==> src/rtl/resource_arbiter_pkg.sv <==
// Shared constants, owner-index width helper and FSM states for resource_arbiter.
package resource_arbiter_pkg;

   localparam int unsigned DEF_NUM_REQ  = 4;
   localparam int unsigned DEF_DATA_W   = 32;
   localparam int unsigned DEF_RES_LAT  = 2;
   localparam int unsigned DEF_MAX_HOLD = 8;

   // Owner index width; a single requester still needs one bit of tag.
   function automatic int unsigned owner_w(input int unsigned n);
      return (n <= 1) ? 1 : $clog2(n);
   endfunction

   typedef enum logic [0:0] {
      IDLE  = 1'b0,
      GRANT = 1'b1
   } state_t;

endpackage

==> src/rtl/resp_tag_pipe.sv <==
// Fixed-latency valid/tag shift register that follows transfers through the shared resource.
module resp_tag_pipe #(
   parameter int unsigned LAT   = 2,
   parameter int unsigned TAG_W = 2
) (
   input  logic             clk,
   input  logic             rst_n,
   input  logic             i_valid,
   input  logic [TAG_W-1:0] i_tag,
   output logic             o_valid,
   output logic [TAG_W-1:0] o_tag,
   output logic             o_any_valid
);

   logic [LAT-1:0]            r_valid;
   logic [LAT-1:0][TAG_W-1:0] r_tag;

   always_ff @(posedge clk or negedge rst_n) begin
      if (!rst_n) begin
         r_valid <= '0;
         r_tag   <= '0;
      end else begin
         r_valid[0] <= i_valid;
         r_tag[0]   <= i_tag;
         for (int i = 1; i < LAT; i++) begin
            r_valid[i] <= r_valid[i-1];
            r_tag[i]   <= r_tag[i-1];
         end
      end
   end

   assign o_valid     = r_valid[LAT-1];
   assign o_tag       = r_tag[LAT-1];
   assign o_any_valid = |r_valid;

endmodule

==> src/rtl/resource_arbiter.sv <==
// Round-robin arbiter with bounded hold in front of a fixed-latency shared resource;
// responses are routed back to their owner with a one-hot valid.
module resource_arbiter
   import resource_arbiter_pkg::*;
#(
   parameter int unsigned NUM_REQ  = DEF_NUM_REQ,
   parameter int unsigned DATA_W   = DEF_DATA_W,
   parameter int unsigned RES_LAT  = DEF_RES_LAT,
   parameter int unsigned MAX_HOLD = DEF_MAX_HOLD
) (
   input  logic                      clk,
   input  logic                      reset,
   input  logic [NUM_REQ-1:0]        req,
   input  logic [NUM_REQ*DATA_W-1:0] req_data,
   output logic [NUM_REQ-1:0]        grant,
   output logic [DATA_W-1:0]         res_in,
   output logic                      res_in_valid,
   input  logic [DATA_W-1:0]         res_out,
   output logic [DATA_W-1:0]         rsp_data,
   output logic [NUM_REQ-1:0]        rsp_valid,
   output logic                      busy
);

   localparam int unsigned OWNER_W = owner_w(NUM_REQ);
   localparam int unsigned HOLD_W  = (MAX_HOLD <= 1) ? 1 : $clog2(MAX_HOLD);
   localparam logic [HOLD_W-1:0]  HOLD_LAST = HOLD_W'(MAX_HOLD - 1);
   localparam logic [OWNER_W-1:0] RR_INIT   = OWNER_W'(NUM_REQ - 1);

   state_t               r_state, w_state_nxt;
   logic [NUM_REQ-1:0]   r_grant, w_grant_nxt;
   logic [OWNER_W-1:0]   r_owner, w_owner_nxt;
   logic [OWNER_W-1:0]   r_rr_ptr, w_rr_nxt;
   logic [HOLD_W-1:0]    r_hold, w_hold_nxt;
   logic [OWNER_W:0]     w_pick;
   logic                 w_xfer;
   logic                 w_others;
   logic [DATA_W-1:0]    w_res_in;
   logic                 w_tag_valid;
   logic [OWNER_W-1:0]   w_tag_owner;
   logic                 w_tag_any;

   function automatic logic [NUM_REQ-1:0] onehot(input logic [OWNER_W-1:0] idx);
      return {{(NUM_REQ-1){1'b0}}, 1'b1} << idx;
   endfunction

   // First set bit of mask scanning from ptr+1 with wrap; MSB of the result flags a hit.
   function automatic logic [OWNER_W:0] rr_pick(input logic [NUM_REQ-1:0] mask,
                                                input logic [OWNER_W-1:0] ptr);
      logic               found;
      logic [OWNER_W-1:0] sel;
      logic [NUM_REQ-1:0] sh;
      int unsigned        idx;
      found = 1'b0;
      sel   = '0;
      for (int unsigned i = 1; i <= NUM_REQ; i++) begin
         idx = (32'(ptr) + i) % NUM_REQ;
         sh  = mask >> idx;
         if (!found && sh[0]) begin
            found = 1'b1;
            sel   = OWNER_W'(idx);
         end
      end
      return {found, sel};
   endfunction

   assign w_xfer   = |(req & r_grant);
   assign w_others = |(req & ~r_grant);

   always_ff @(posedge clk or negedge reset) begin
      if (!reset) begin
         r_state  <= IDLE;
         r_grant  <= '0;
         r_owner  <= '0;
         r_rr_ptr <= RR_INIT;
         r_hold   <= '0;
      end else begin
         r_state  <= w_state_nxt;
         r_grant  <= w_grant_nxt;
         r_owner  <= w_owner_nxt;
         r_rr_ptr <= w_rr_nxt;
         r_hold   <= w_hold_nxt;
      end
   end

   always_comb begin
      w_state_nxt = r_state;
      w_grant_nxt = r_grant;
      w_owner_nxt = r_owner;
      w_rr_nxt    = r_rr_ptr;
      w_hold_nxt  = r_hold;
      w_pick      = '0;
      case (r_state)
         IDLE: begin
            w_pick     = rr_pick(req, r_rr_ptr);
            w_hold_nxt = '0;
            if (w_pick[OWNER_W]) begin
               w_state_nxt = GRANT;
               w_owner_nxt = w_pick[OWNER_W-1:0];
               w_grant_nxt = onehot(w_pick[OWNER_W-1:0]);
            end else begin
               w_grant_nxt = '0;
            end
         end
         GRANT: begin
            // Owner is masked out so an expired hold always moves to someone else.
            w_pick = rr_pick(req & ~r_grant, r_owner);
            if (w_xfer && ((r_hold != HOLD_LAST) || !w_others)) begin
               if (r_hold != HOLD_LAST) begin
                  w_hold_nxt = r_hold + HOLD_W'(1);
               end
            end else if (w_pick[OWNER_W]) begin
               w_rr_nxt    = r_owner;
               w_owner_nxt = w_pick[OWNER_W-1:0];
               w_grant_nxt = onehot(w_pick[OWNER_W-1:0]);
               w_hold_nxt  = '0;
            end else begin
               w_state_nxt = IDLE;
               w_grant_nxt = '0;
               w_hold_nxt  = '0;
            end
         end
         default: begin
            w_state_nxt = IDLE;
            w_grant_nxt = '0;
            w_hold_nxt  = '0;
         end
      endcase
   end

   always_comb begin
      w_res_in = '0;
      for (int i = 0; i < NUM_REQ; i++) begin
         if (r_grant[i]) begin
            w_res_in = w_res_in | req_data[i*DATA_W +: DATA_W];
         end
      end
   end

   resp_tag_pipe #(
      .LAT   (RES_LAT),
      .TAG_W (OWNER_W)
   ) u_tag_pipe (
      .clk         (clk),
      .rst_n       (reset),
      .i_valid     (w_xfer),
      .i_tag       (r_owner),
      .o_valid     (w_tag_valid),
      .o_tag       (w_tag_owner),
      .o_any_valid (w_tag_any)
   );

   assign grant        = r_grant;
   assign res_in       = w_res_in;
   assign res_in_valid = w_xfer;
   assign rsp_data     = res_out;
   assign rsp_valid    = w_tag_valid ? onehot(w_tag_owner) : '0;
   assign busy         = (|r_grant) | w_tag_any;

endmodule

==> config.mk <==
export PLATFORM = sky130hd
export DESIGN_NAME = resource_arbiter
export DESIGN_NICKNAME = d
export VERILOG_FILES = /design/src/rtl/resource_arbiter_pkg.sv /design/src/rtl/resp_tag_pipe.sv /design/src/rtl/resource_arbiter.sv
export SDC_FILE = /design/constraint.sdc
export NUM_CORES = 1
export LEC_CHECK = 0
export CORE_MARGIN = 10
export CORE_UTILIZATION = 30
export CTS_BUF_LIST = sky130_fd_sc_hd__clkbuf_4 sky130_fd_sc_hd__clkbuf_8
export DETAILED_ROUTE_END_ITERATION = 7
export PLACE_DENSITY = 0.9
export REMOVE_ABC_BUFFERS = 1
export SLEW_MARGIN = 20
export SYNTH_ARGS = -nofsm -noshare
export SYNTH_HDL_FRONTEND = slang
export SYNTH_HIERARCHICAL = 1
export SYNTH_SLANG_ARGS = --single-unit
==> constraint.sdc <==
create_clock -name clk -period 5.1 [get_ports clk]
set_input_delay 0.765 -clock clk [delete_from_list [all_inputs] [get_ports clk]]
set_output_delay 0.765 -clock clk [all_outputs]
set_load 0.02 [all_outputs]
==> results by stage <==
Synthesis:
- Counting instances in the post-synthesis netlist gives the leading cell types as 67 x a22oi_1, 41 x nand2_1, 36 x buf_4, 16 x dfrtp_1, 7 x clkbuf_1.
- After synthesis, the share of flip-flops with an asynchronous set or reset is 100%.
- Synthesis handed over a netlist of 253 instances.
- The Yosys step of the flow raised 6 warnings.
- The synthesized design contains 0 enable-type register cells.
- The synthesized design contains 18 register bits.
- The mean cell area of the mapped netlist is 7.95 sq um.
- Yosys attributes the largest share of cell area to a22oi_1 25%, dfrtp_1 20%, buf_4 13%.
- Among all cell types in the netlist, the one instantiated most often is a22oi_1.
- Yosys mapped the design onto 51 distinct sky130hd cell types.
- For this run, the register share of the synthesized area comes to 22.5%.
- The leading area contributor after synthesis is a22oi_1.
- Among all flip-flop cells after synthesis, the most frequent one is dfrtp_1.
- The top-area cell type share of the netlist area is 25.0%.
- Summing every instance area after synthesis gives 2010 sq um.

Global route:
- The via count of the first global-routing pass was 2532.
- For this run, global-route usage on met1 was measured as 19.8%.
- The largest net degree at the start of global routing is 29.
- In the global route stage, overall resource usage came out at 18.4%.
- Global routing consumed, on the met2 layer, 31.7% of the routing resources.
- The most used routing layer in global routing is met2.
- The global-route wire length before repair is 14900 microns.
- The number of antenna violations at the first check in global routing is 0.
- The met3 track demand over resource in global routing is 9.38%.
- The global route total overflow is 0.

Detailed routing:
- Dividing the detail-routed via count by the number of cells gives 5.52.
- The final layout contains routed wiring with a total length of 10700 microns.
- The post-route DRC violation count is 0.
- The overall via count from detail_route is 2540.
- The detail route stage leaves a number of antenna-violating nets equal to 0.
- The first routing iteration left 78 violations.
- The iteration count of the initial detailed-routing pass is 6.
- After detailed routing, the average wire length per cell comes to 23.3 microns.

Worst setup path:
- The endpoint identified for the worst register-to-register timing path is r_owner[1].
- For the worst flop-to-flop path, the logic depth is 5.
- The data arrival time of the worst path is 2.31 ns.
- Counting both buffers and inverters, the worst setup path holds a total of 2.
- The highest fanout seen on the critical path is 7.
- The critical path's largest stage delay is 0.63 ns.
- The worst setup path is of the in2out kind.
- The logic depth of the worst setup path including buffers is 4.
- The gate family responsible for the most delay along the worst path is buffers and inverters.
- Setup slack on the worst reg-to-reg path comes out at 3.09 ns.
- By instance count, the cell type seen most on the critical path is clkdlybuf4s50_1.
- STA puts the critical path data required time at 4.34 ns.
- STA classifies the critical path startpoint as an input port.
- The nature of the critical path endpoint is an output pin.
- The startpoint identified for the worst register-to-register timing path is grant[3].
- Traced cell by cell, the critical path runs through clkdlybuf4s50_1, a22oi_1, nand2_1, clkdlybuf4s50_1.
- The critical path's slowest cell is clkdlybuf4s50_1.

Pwr:
- The ratio of total power to cell area is 456 nW/um^2.
- The cell leakage power is 1.45 nW.
- IR analysis of the VDD net gives a maximum drop of 0.000291 V.

Worst hold path:
- The terminating pin of the worst hold path is u_tag_pipe/o_tag[0].
- The startpoint identified for the worst hold timing path is u_tag_pipe/r_tag[0].
- Counting instances, the worst hold path has a depth of 0.
- The path class of the tightest hold or removal check is reg2reg.

CTS:
- The number of buffers inserted by post-CTS setup repair is 0.
- Clock tree synthesis selected as its root buffer the cell clkbuf_8.
- The TritonCTS clock tree is built.
- The number of clock buffers inserted by TritonCTS is 3.
- The clock input transition at the sequential cells of the worst setup and hold paths is 0.06 ns.
- Gates resized during post-CTS repair numbered 0.
- The source-to-sink clock delay at the later pin of the worst-skew pair is 0.25 ns.
- The longest clock path from root to sink contains 2 buffers.
- CTS saw 18 sinks.
- The hold-fix buffer count after cts is 0.
- The CTS H-tree depth is 1.

Layout:
- Excluding fillers, the count of instances in the completed layout stands at 460.
- In the final design database the tool counted 552 nets.
- The area taken by flip-flops and latches is 453 sq um.
- The total area of multi-input combinational cells is 1210 sq um.
- The synthesis-to-layout area growth is 78.9%.
- The number of filler instances in the final layout is 578.
- The share of post-route cells with drive strength above 1 is 5.74%.
- The number of diodes added for antenna fixing is 0.

Timing:
- The headroom to the max-slew limit is 49.2%.
- The number of endpoints with negative hold slack in the final report is 0.
- The post-route clock period utilization is 60.3%.
- Summed over all failing endpoints, the final setup total negative slack is 0 ns.
- Timing would allow up to 325 MHz.
- The final number of max-transition violations was 0.
- Setup repair after global routing left no endpoint under its margin.
- Setup violations remaining at the end of the flow were counted as 0.
- The actual transition at the worst max-transition pin is 0.760 ns.
- Subtracting the final worst setup slack from the clock period gives 3.07 ns.
- The clock tree skew after final layout is 0.00420 ns.

Floorplan:
- The die is 102 microns tall.
- The count of pins on the block boundary is 240.
- The floorplan step defined a die boundary enclosing 10400 sq um.
- The placeable core region is 6420 sq um.
- Once the floorplan was initialized, standard cells occupied 31.3% of the core.
- After floorplanning, the core was divided into 29 placement rows.
- The die span in x is 102 microns.

Placement:
- The number of cells in the design after placement is 456.
- Input and output buffers added on the ports amount to 175.
- The post-DP HPWL is 8880 microns.
- Routability-driven placement finished with a final weighted congestion of 0.859.

Outcome:
- The flow ran to the end, and the final reports show no timing, DRC or antenna violations.

Run:
- The number of violations of the max-capacitance limit is 0.
==> cell type report <==
type,count,area share [%]
repair buffers,179,49.5
multi-input cells,180,33.5
flip-flops and latches,18,12.6
well taps,77,2.68
clock buffers,4,1.53
inverters,2,0.209
==> how the worst max path moves through the flow <==
stage	from	end	slack, ns
after floorplan	grant[0]	r_owner[0]	2.88
after global placement	req[2]	res_in_valid	2.06
after detailed placement	req[2]	res_in_valid	2.03
after CTS	req[2]	res_in_valid	2.04
after global routing	grant[3]	res_in[22]	1.95
final	req[2]	res_in_valid	2.03
==> state kept, by name, indices dropped and copies added (netlist names) <==
signal and count:
u_tag_pipe/o_tag 2, r_hold 3, r_rr_ptr 2, u_tag_pipe/r_valid 2, u_tag_pipe/r_tag 2, r_state 1
grant 4, r_owner 2
==> logic make-up (layout without fill, tap and decap cells) <==
kind of cell / count (synthesis) / after routing / share of synthesized area, %
buffers and inverters: 55 / 185 / 17.5
adder cells (fa/ha/maj): 3 / 3 / 1.74
AND/OR/NAND/NOR: 77 / 77 / 19.2
flip-flops: 18 / 18 / 22.5
multiplexers: 7 / 7 / 3.73
AO/OA/AOI/OAI: 92 / 92 / 34.9
XOR/XNOR: 1 / 1 / 0.435
==> per-stage QoR <==
step	util (%)	hold WS [ns]	power (mW)	instance area, sq um	setup slack (ns)
3_3_place_gp	55.2	0.336	1.51	3540	2.06
3_5_place_dp	55.2	0.340	1.54	3540	2.03
4_1_cts	56.0	0.359	1.66	3600	2.04
2_1_floorplan	-	0.331	0.932	1670	2.88
6_report	56.0	0.354	1.64	3600	2.03
5_1_grt	56.0	0.365	1.75	3600	1.95
==> layer usage <==
layer  share of wire [%]  vias to the layer above
met5                   0                        -
met2                  49                      156
met3                  12                       18
met1                  36                     1198
met4                 1.7                        0
li1                    -                     1168
==> layout by cell type (no fill, tap or decap), types with 2 or more instances in the layout <==
cell type	synthesis	final
nor2b_1	5	5
ha_1	2	2
nand2b_1	6	6
clkdlybuf4s50_1	0	175
or2_1	2	2
clkbuf_8	0	4
and3b_1	2	2
dfrtp_1	16	16
a21oi_1	5	5
nor2_1	5	5
a22oi_1	67	67
nand2_1	41	41
nand3_1	3	3
nor3_1	2	2
mux2_2	4	4
o21ai_0	2	2
buf_4	36	4
mux2i_1	3	3
dfstp_2	2	2
o211ai_1	2	2
or2b_1	2	2
inv_1	2	2
a21o_1	2	2
==> report_power, final <==
group | internal, mW | switching, mW | total [mW]
clock | 0.0685 | 0.0463 | 0.115
combinational | 0.603 | 0.611 | 1.21
sequential | 0.208 | 0.106 | 0.314
total | 0.880 | 0.763 | 1.64
Power figures use the tool's default switching activity.
